[config.mk]
export PLATFORM = sky130hd
export DESIGN_NAME = pipeline_controller
export DESIGN_NICKNAME = d
export VERILOG_FILES = /design/src/rtl/pipeline_controller.sv
export SDC_FILE = /design/constraint.sdc
export NUM_CORES = 1
export LEC_CHECK = 0
export ABC_AREA = 1
export CAP_MARGIN = 20
export CORE_MARGIN = 10
export CORE_UTILIZATION = 45
export CTS_CLUSTER_SIZE = 16
export DETAILED_ROUTE_END_ITERATION = 16
export HOLD_SLACK_MARGIN = 0.15
export MAX_ROUTING_LAYER = met4
export PLACE_DENSITY = 0.74
export RECOVER_POWER = 50
export SETUP_SLACK_MARGIN = 0.3
export SKIP_LAST_GASP = 1
export SLEW_MARGIN = 20
export SYNTH_ARGS = -nofsm -noshare
export SYNTH_HDL_FRONTEND = slang
export SYNTH_SLANG_ARGS = --single-unit
[constraint.sdc]
create_clock -name i_clk -period 1.96 [get_ports i_clk]
set_clock_uncertainty 0.05 [all_clocks]
set_input_delay 0.392 -clock i_clk [delete_from_list [all_inputs] [get_ports i_clk]]
set_output_delay 0.392 -clock i_clk [all_outputs]
set_load 0.02 [all_outputs]
[src/rtl/pipeline_controller.sv]
`default_nettype none
// ============================================================================
// Module      : pipeline_controller
// Description : Sequencing and hazard controller for the 5-stage MIPS
//               pipeline. Owns the global stage enable (free-run /
//               single-step / halted), and per cycle decides PC-write,
//               IF/ID-write, ID/EX bubble and IF/ID flush for load-use
//               stalls and taken-branch flushes.
// Revision    : 1.0 - initial release
// ----------------------------------------------------------------------------
// Ports
//   i_clk            pipeline clock, all state updates on rising edge
//   i_reset          synchronous, active-high reset
//   i_run            pulse: start free-running execution (from IDLE)
//   i_step           pulse: execute exactly one pipeline cycle (from IDLE)
//   i_halt_wb        HALT instruction is in MEM/WB this cycle
//   i_memRead_ID_EX  instruction in ID/EX is a load
//   i_rt_ID_EX       load destination register in ID/EX
//   i_rs_IF_ID       rs of instruction in IF/ID
//   i_rt_IF_ID       rt of instruction in IF/ID
//   i_branch_taken   branch resolved taken (from EX/MEM)
//   o_enable         global stage-register enable
//   o_pc_write       PC update enable
//   o_if_id_write    IF/ID update enable
//   o_bubble         force ID/EX control signals to zero
//   o_flush_if_id    load NOP into IF/ID
//   o_cycle_count    enabled cycles since reset (saturating)
//   o_state          IDLE=00, RUN=01, STEP=10, DONE=11
//   o_done           high in DONE
// ============================================================================
module pipeline_controller #(
  parameter int N_BITS     = 32,
  parameter int N_BITS_REG = 5
) (
  input  logic                  i_clk,
  input  logic                  i_reset,
  input  logic                  i_run,
  input  logic                  i_step,
  input  logic                  i_halt_wb,
  input  logic                  i_memRead_ID_EX,
  input  logic [N_BITS_REG-1:0] i_rt_ID_EX,
  input  logic [N_BITS_REG-1:0] i_rs_IF_ID,
  input  logic [N_BITS_REG-1:0] i_rt_IF_ID,
  input  logic                  i_branch_taken,
  output logic                  o_enable,
  output logic                  o_pc_write,
  output logic                  o_if_id_write,
  output logic                  o_bubble,
  output logic                  o_flush_if_id,
  output logic [N_BITS-1:0]     o_cycle_count,
  output logic [1:0]            o_state,
  output logic                  o_done
);

  typedef enum logic [1:0] {
    IDLE = 2'b00,
    RUN  = 2'b01,
    STEP = 2'b10,
    DONE = 2'b11
  } state_t;

  state_t              r_state;
  state_t              w_nextState;
  logic [N_BITS-1:0]   r_cycleCount;
  logic                w_enable;
  logic                w_loadUse;

  // Enable is decoded purely from the state register so that no input
  // combinationally reaches the stage-register enables.
  assign w_enable = (r_state == RUN) || (r_state == STEP);

  // Register 0 is hard-wired to zero in MIPS, so a load into $0 never
  // creates a real dependency.
  assign w_loadUse = i_memRead_ID_EX &&
                     (i_rt_ID_EX != '0) &&
                     ((i_rt_ID_EX == i_rs_IF_ID) || (i_rt_ID_EX == i_rt_IF_ID));

  // State register
  always_ff @(posedge i_clk) begin
    if (i_reset) begin
      r_state <= IDLE;
    end else begin
      r_state <= w_nextState;
    end
  end

  // Next-state logic
  always_comb begin
    w_nextState = r_state;
    case (r_state)
      IDLE: begin
        if (i_run) begin
          w_nextState = RUN;
        end else if (i_step) begin
          w_nextState = STEP;
        end
      end
      RUN: begin
        if (i_halt_wb) begin
          w_nextState = DONE;
        end
      end
      STEP: begin
        // A step lasts exactly one cycle, but a HALT retiring in that
        // cycle still ends the program.
        w_nextState = i_halt_wb ? DONE : IDLE;
      end
      DONE: begin
        w_nextState = DONE;
      end
      default: begin
        w_nextState = IDLE;
      end
    endcase
  end

  // Hazard / flush controls. A taken branch wins over a load-use stall:
  // the instruction that would have stalled is on the wrong path anyway.
  always_comb begin
    o_pc_write    = 1'b0;
    o_if_id_write = 1'b0;
    o_bubble      = 1'b0;
    o_flush_if_id = 1'b0;
    if (w_enable) begin
      if (i_branch_taken) begin
        o_pc_write    = 1'b1;
        o_if_id_write = 1'b1;
        o_bubble      = 1'b1;
        o_flush_if_id = 1'b1;
      end else if (w_loadUse) begin
        o_bubble      = 1'b1;
      end else begin
        o_pc_write    = 1'b1;
        o_if_id_write = 1'b1;
      end
    end
  end

  // Enabled-cycle counter, saturating at all-ones.
  always_ff @(posedge i_clk) begin
    if (i_reset) begin
      r_cycleCount <= '0;
    end else if (w_enable && (r_cycleCount != '1)) begin
      r_cycleCount <= r_cycleCount + 1'b1;
    end
  end

  assign o_enable      = w_enable;
  assign o_cycle_count = r_cycleCount;
  assign o_state       = r_state;
  assign o_done        = (r_state == DONE);

endmodule
`default_nettype wire
# --- Word-level counts from Yosys, hierarchy flattened ---
# Index checks and enable logic that the tools add are counted.
classes:
  eq_ne: 8
  reduce_logical: 8
  n_mux: 13
  n_addsub: 1
op_table:
  columns: ["op", "count"]
  rows:
  - ["$add A32 B1 Y32 const B", 1]
  - ["$ne A32 B32 Y1 const B", 1]
  - ["$eq A5 B5 Y1", 2]
  - ["$mux W1", 8]
  - ["$mux W2", 4]
  - ["$pmux W2 S4", 1]
  - ["$reduce_bool A5 Y1", 1]
  - ["$eq A2 B2 Y1 const B", 2]
  - ["$logic_and A1 B1 Y1", 3]
  - ["$ne A3 B3 Y1 const B", 1]
  - ["$eq A2 B1 Y1 const B", 1]
  - ["$logic_not A2 Y1", 1]
  - ["$logic_or A1 B1 Y1", 2]
  - ["$ne A2 B2 Y1 const B", 1]
  - ["$reduce_and A2 Y1", 1]
word_totals:
  inputBits: 22
  out_inout_bits: 40
  regBits: 34
  elab_cells: 32

# --- Logic depth before layout (Yosys ltp) ---
logic_depth:
  word_depth: 6
  ltp_mapped: 11
  depth_no_buf: 11

# --- Worst setup path after synthesis ---
# No wires, ideal clock.
synth_path:
  path_kind: "flip-flop to output port"
  from: "register r_state[0] (netlist: o_state[0])"
  to: "output port o_pc_write"
  path_slack_ps: -199
  required_ps: 1518
  arrival_time_ps: 1717
  path_buffers: 2
  stages_incl_launch_ff: 7
  path_cell_list: "dfxtp_1 inv_1 ha_1 buf_2 nand2_1 nand2_1 buf_4"
synth_between:
  elab_chain_cells: 3
  word_cells_on_any_way: 4
  cone_classes: "eq/ne (2); mux (1); reduce/logical (1)"
synth_rtl:
  columns: ["element", "line", "text"]
  rows:
  - ["from (decl)", "62", "state_t r_state;"]
  - ["from (signal assigned)", "83", "r_state <= w_nextState;"]
  - ["$eq A2 B1 Y1 / $eq A2 B2 Y1 (equally long branches)", "70", "assign w_enable = (r_state == RUN) || (r_state == STEP);"]
  - ["$logic_or A1 B1 Y1 *", "70", null]
  - ["via o_enable", "45", "output logic o_enable,"]
  - ["$mux W1 *", null, null]
  - ["to (decl)", "46", "output logic o_pc_write,"]
# The timed path passes the listed nets; every way through them passes the cells marked *.

# --- Worst setup path after layout ---
layout_path:
  from: "register r_cycleCount[1] (netlist: o_cycle_count[1])"
  to: "register r_cycleCount[22] (netlist: o_cycle_count[22])"
layout_between:
  elab_chain_cells: 2
  word_cells_on_any_way: 3
  cone_classes: "add/sub (1); eq/ne (1); reduce/logical (1)"
layout_rtl:
  columns: ["element", "line", "text"]
  rows:
  - ["from (decl)", "64", "logic [N_BITS-1:0] r_cycleCount;"]
  - ["from (signal assigned)", "144", "r_cycleCount <= r_cycleCount + 1'b1;"]
  - ["parallel branches: the longest is 2 deep, another holds $add A32 B1 Y32", null, null]
# Parallel ways; which one is timed is not known.
# A chain may end at the register's enable or synchronous reset.

==> impl_metrics.env <==
export IMPL_status="finished, final reports clean"
export IMPL_num_nets_final=513
export IMPL_viasPerCell=5.054
export IMPL_drt_iter0_drc=290
export IMPL_h_tree_depth=2
export IMPL_crit_chain="ha_4 > nand2_2 > nor2_4 > nand2_4 > nor2_8 > nand3_4 > clkbuf_16 > a21oi_1 > nor2_1"
export IMPL_via_count=2815
export IMPL_cp_endpoint="o_cycle_count[22]$_SDFFE_PP0P_"
export IMPL_synth_cell_types=30
export IMPL_avgSynthCellArea_um2=6.351
export IMPL_grt_first_pass_wirelength_mm=11.83
export IMPL_antenna_found_initial=0
export IMPL_clkSlewWorstSetupHoldPaths_ps=70
export IMPL_synthArstFlopShare_pct=0
export IMPL_fin_crit_ps=1804
export IMPL_gr_total_overflow=0
export IMPL_maxSlewViolCount=0
export IMPL_cts_root_buf="clkbuf_8"
export IMPL_synth_seq_cells=34
export IMPL_gp_congestion=0.9053
export IMPL_tightest_slew_ps=457.3
export IMPL_cp_max_fo=7
export IMPL_rsz0062_at_grt="true"
export IMPL_routedWlPerCell_um=14.18
export IMPL_grtUsageTotal_pct=16.70
export IMPL_final_common_cell="nand2_1"
export IMPL_yosysWarningCount=0
export IMPL_p_sw_share_pct=34.57
export IMPL_synth_nets=424
export IMPL_cp_start_kind="flip-flop"
export IMPL_postCtsHoldBufs=0
export IMPL_pre_cts_ws_ps=-619.5
export IMPL_setup_worst_path_start="o_cycle_count[1]$_SDFFE_PP0P_"
export IMPL_drc_errors=0
export IMPL_clockBufferDepth=2
export IMPL_portBuffers=61
export IMPL_syn_inst=396
export IMPL_cpMaxStageDelayCell="dfxtp_1"
export IMPL_grt_pass1_vias=2536
export IMPL_die_h_um=94.76
export IMPL_drive_gt1_share_pct=29.90
export IMPL_leakage_nw=1.780
export IMPL_rows=27
export IMPL_dr_pass1_iters=5
export IMPL_fmax_ghz=0.5543
export IMPL_finalCritPeriodShare_pct=92.05
export IMPL_syn_area_um2=2515
export IMPL_mostFrequentLayoutCells="nand2_1, nor2_1, inv_1, dfxtp_1, dlygate4sd2_1"
export IMPL_grt_max_degree=32
export IMPL_ios=62
export IMPL_cts_tree="done"
export IMPL_p_switching_uw=830.5
export IMPL_ys_flop_type="dfxtp_1"
export IMPL_ys_seq_area_share_pct=27.06
export IMPL_hp_class="reg2reg"
export IMPL_setup_ws_ps=155.8
export IMPL_maxCapViolCount=0
export IMPL_clockPowerShare_pct=27.5
export IMPL_r2r_end="o_cycle_count[22]$_SDFFE_PP0P_"
export IMPL_r2r_setup_slack_ps=160
export IMPL_end_kind="flip-flop"
export IMPL_seqPwrFrac_pct=33.1
export IMPL_die_area_um2=8979
export IMPL_peakVddDrop_mv=0.5179
export IMPL_ant_nets=0
export IMPL_slew_headroom_pct=69.40
export IMPL_hold_violations=0
export IMPL_worstSetupPathType="reg2reg"
export IMPL_r2r_cells=9
export IMPL_holdPathStages=2
export IMPL_synth_edf_count=0
export IMPL_p_int_mw=1.572
export IMPL_routed_wl_mm=7.896
export IMPL_cts_made_buffers=5
export IMPL_combPwrFrac_pct=39.4
export IMPL_power_density_nw_per_um2=646.5
export IMPL_start_util_pct=45.95
export IMPL_core_area_um2=5473
export IMPL_antenna_cells=0
export IMPL_setup_viol=0
export IMPL_setup_tns_final_ps=0
export IMPL_numClockSinks=34
export IMPL_crit_arrival_ps=1940
export IMPL_dpl_hpwl_mm=5.470
export IMPL_max_stage_delay_ps=440
export IMPL_cp_required_ps=2090
export IMPL_r2r_start="o_cycle_count[1]$_SDFFE_PP0P_"
export IMPL_die_w_um=94.76
export IMPL_insertion_delay_ps=290
export IMPL_area_growth_pct=47.76
==> per-stage QoR <==
| stage | instance area [um^2] | power, mW | util [%] | hold slack (ps) | instances |
|---|---|---|---|---|---|
| 2_1_floorplan | 2565 | 1.331 | - | 401.4 | 396 |
| 3_3_place_gp | 3289 | 1.631 | 60.11 | 443.7 | 535 |
| 3_5_place_dp | 3289 | 1.651 | 60.11 | 450.7 | 535 |
| 4_1_cts | 3400 | 2.339 | 62.12 | 481.5 | 545 |
| 5_1_grt | 3716 | 2.540 | 67.90 | 544.5 | 557 |
| 6_report | 3716 | 2.402 | 67.90 | 502.2 | 557 |
==> per-layer routing <==
| metal | up-vias | routed length, um | GRT usage (%) | part of all wire [%] |
|---|---|---|---|---|
| li1 | 1427 | - | - | - |
| met1 | 1307 | 3378 | 19.62 | 43 |
| met2 | 71 | 3955 | 27.86 | 50 |
| met3 | 10 | 464 | 3.965 | 5.9 |
| met4 | 0 | 98 | 4.489 | 1.2 |
| met5 | - | 0 | - | 0 |
==> Yosys cell counts, types with 4 or more instances <==
cell type / instances / share of area [%]
nor2_4: 6 / 2.7
ha_1: 6 / 3.0
nor3_1: 5 / 0.99
inv_1: 45 / 6.7
a21oi_1: 25 / 5.0
nand4_1: 10 / 2.5
nand2_1: 105 / 16
nand3_2: 15 / 6.0
nor2_2: 4 / 0.99
dfxtp_1: 34 / 27
nand2_2: 8 / 2.0
nand3_1: 22 / 4.4
nor2_1: 82 / 12
xor2_1: 4 / 1.4
buf_6: 6 / 2.7
==> power groups by stage <==
stage,logic (mW),registers (mW),clock network [mW]
global route,1.03,0.801,0.713
global placement,0.823,0.808,0
finish,0.946,0.796,0.661
CTS,0.858,0.806,0.675
detailed placement,0.840,0.812,0
floorplan,0.471,0.860,0
==> state kept, by name, indices dropped and copies added, names as in the netlist <==
register / count
o_state: 2
o_cycle_count: 32
==> cell type report <==
| cell class | count | area, um^2 |
|---|---|---|
| Fill cell | 500 | 1757 |
| Clock buffer | 6 | 82.58 |
| Inverter | 46 | 177.7 |
| Multi-Input combinational cell | 307 | 1780 |
| Clock inverter | 1 | 30.03 |
| Timing Repair Buffer | 91 | 874.6 |
| Tap cell | 72 | 90.09 |
| Sequential cell | 34 | 680.7 |
==> worst max-delay path: cells and delay by family (launching register included) <==
family / cells / cell delay, ps
simple gates: 6 / 640
flops: 1 / 440
buf+inv: 1 / 220
fa+ha+maj: 1 / 190
compound gates: 1 / 160
==> logic make-up after synthesis <==
kind of cell / Yosys count / synth area share, %
AOI/OAI and AO/OA: 29 / 5.970
xor gates and xnor gates: 6 / 2.090
adders and majority gates: 6 / 2.985
buffers and inverters: 56 / 10.80
DFF: 34 / 27.06
and+or+nand+nor: 265 / 51.09
==> timing repair <==
action / CTS / global route
resized for setup: 144 / 69
setup endpoints to repair: 67 / 35
cloned: 0 / 6
pin swaps: 27 / 23
endpoints found under the hold margin: 0 / 0
setup buffers: 3 / 6
==> worst min path at each step <==
stage / endpoint / from
2_1_floorplan: o_state[0]$_SDFFE_PP0P_ / i_reset
6_report: o_cycle_count[7]$_SDFFE_PP0P_ / o_cycle_count[7]$_SDFFE_PP0P_
3_3_place_gp: o_cycle_count[1]$_SDFFE_PP0P_ / o_cycle_count[1]$_SDFFE_PP0P_
3_5_place_dp: o_cycle_count[0]$_SDFFE_PP0P_ / o_cycle_count[0]$_SDFFE_PP0P_
5_1_grt: o_cycle_count[7]$_SDFFE_PP0P_ / o_cycle_count[7]$_SDFFE_PP0P_
4_1_cts: o_cycle_count[0]$_SDFFE_PP0P_ / o_cycle_count[0]$_SDFFE_PP0P_
(Power assumes the default switching activity.)
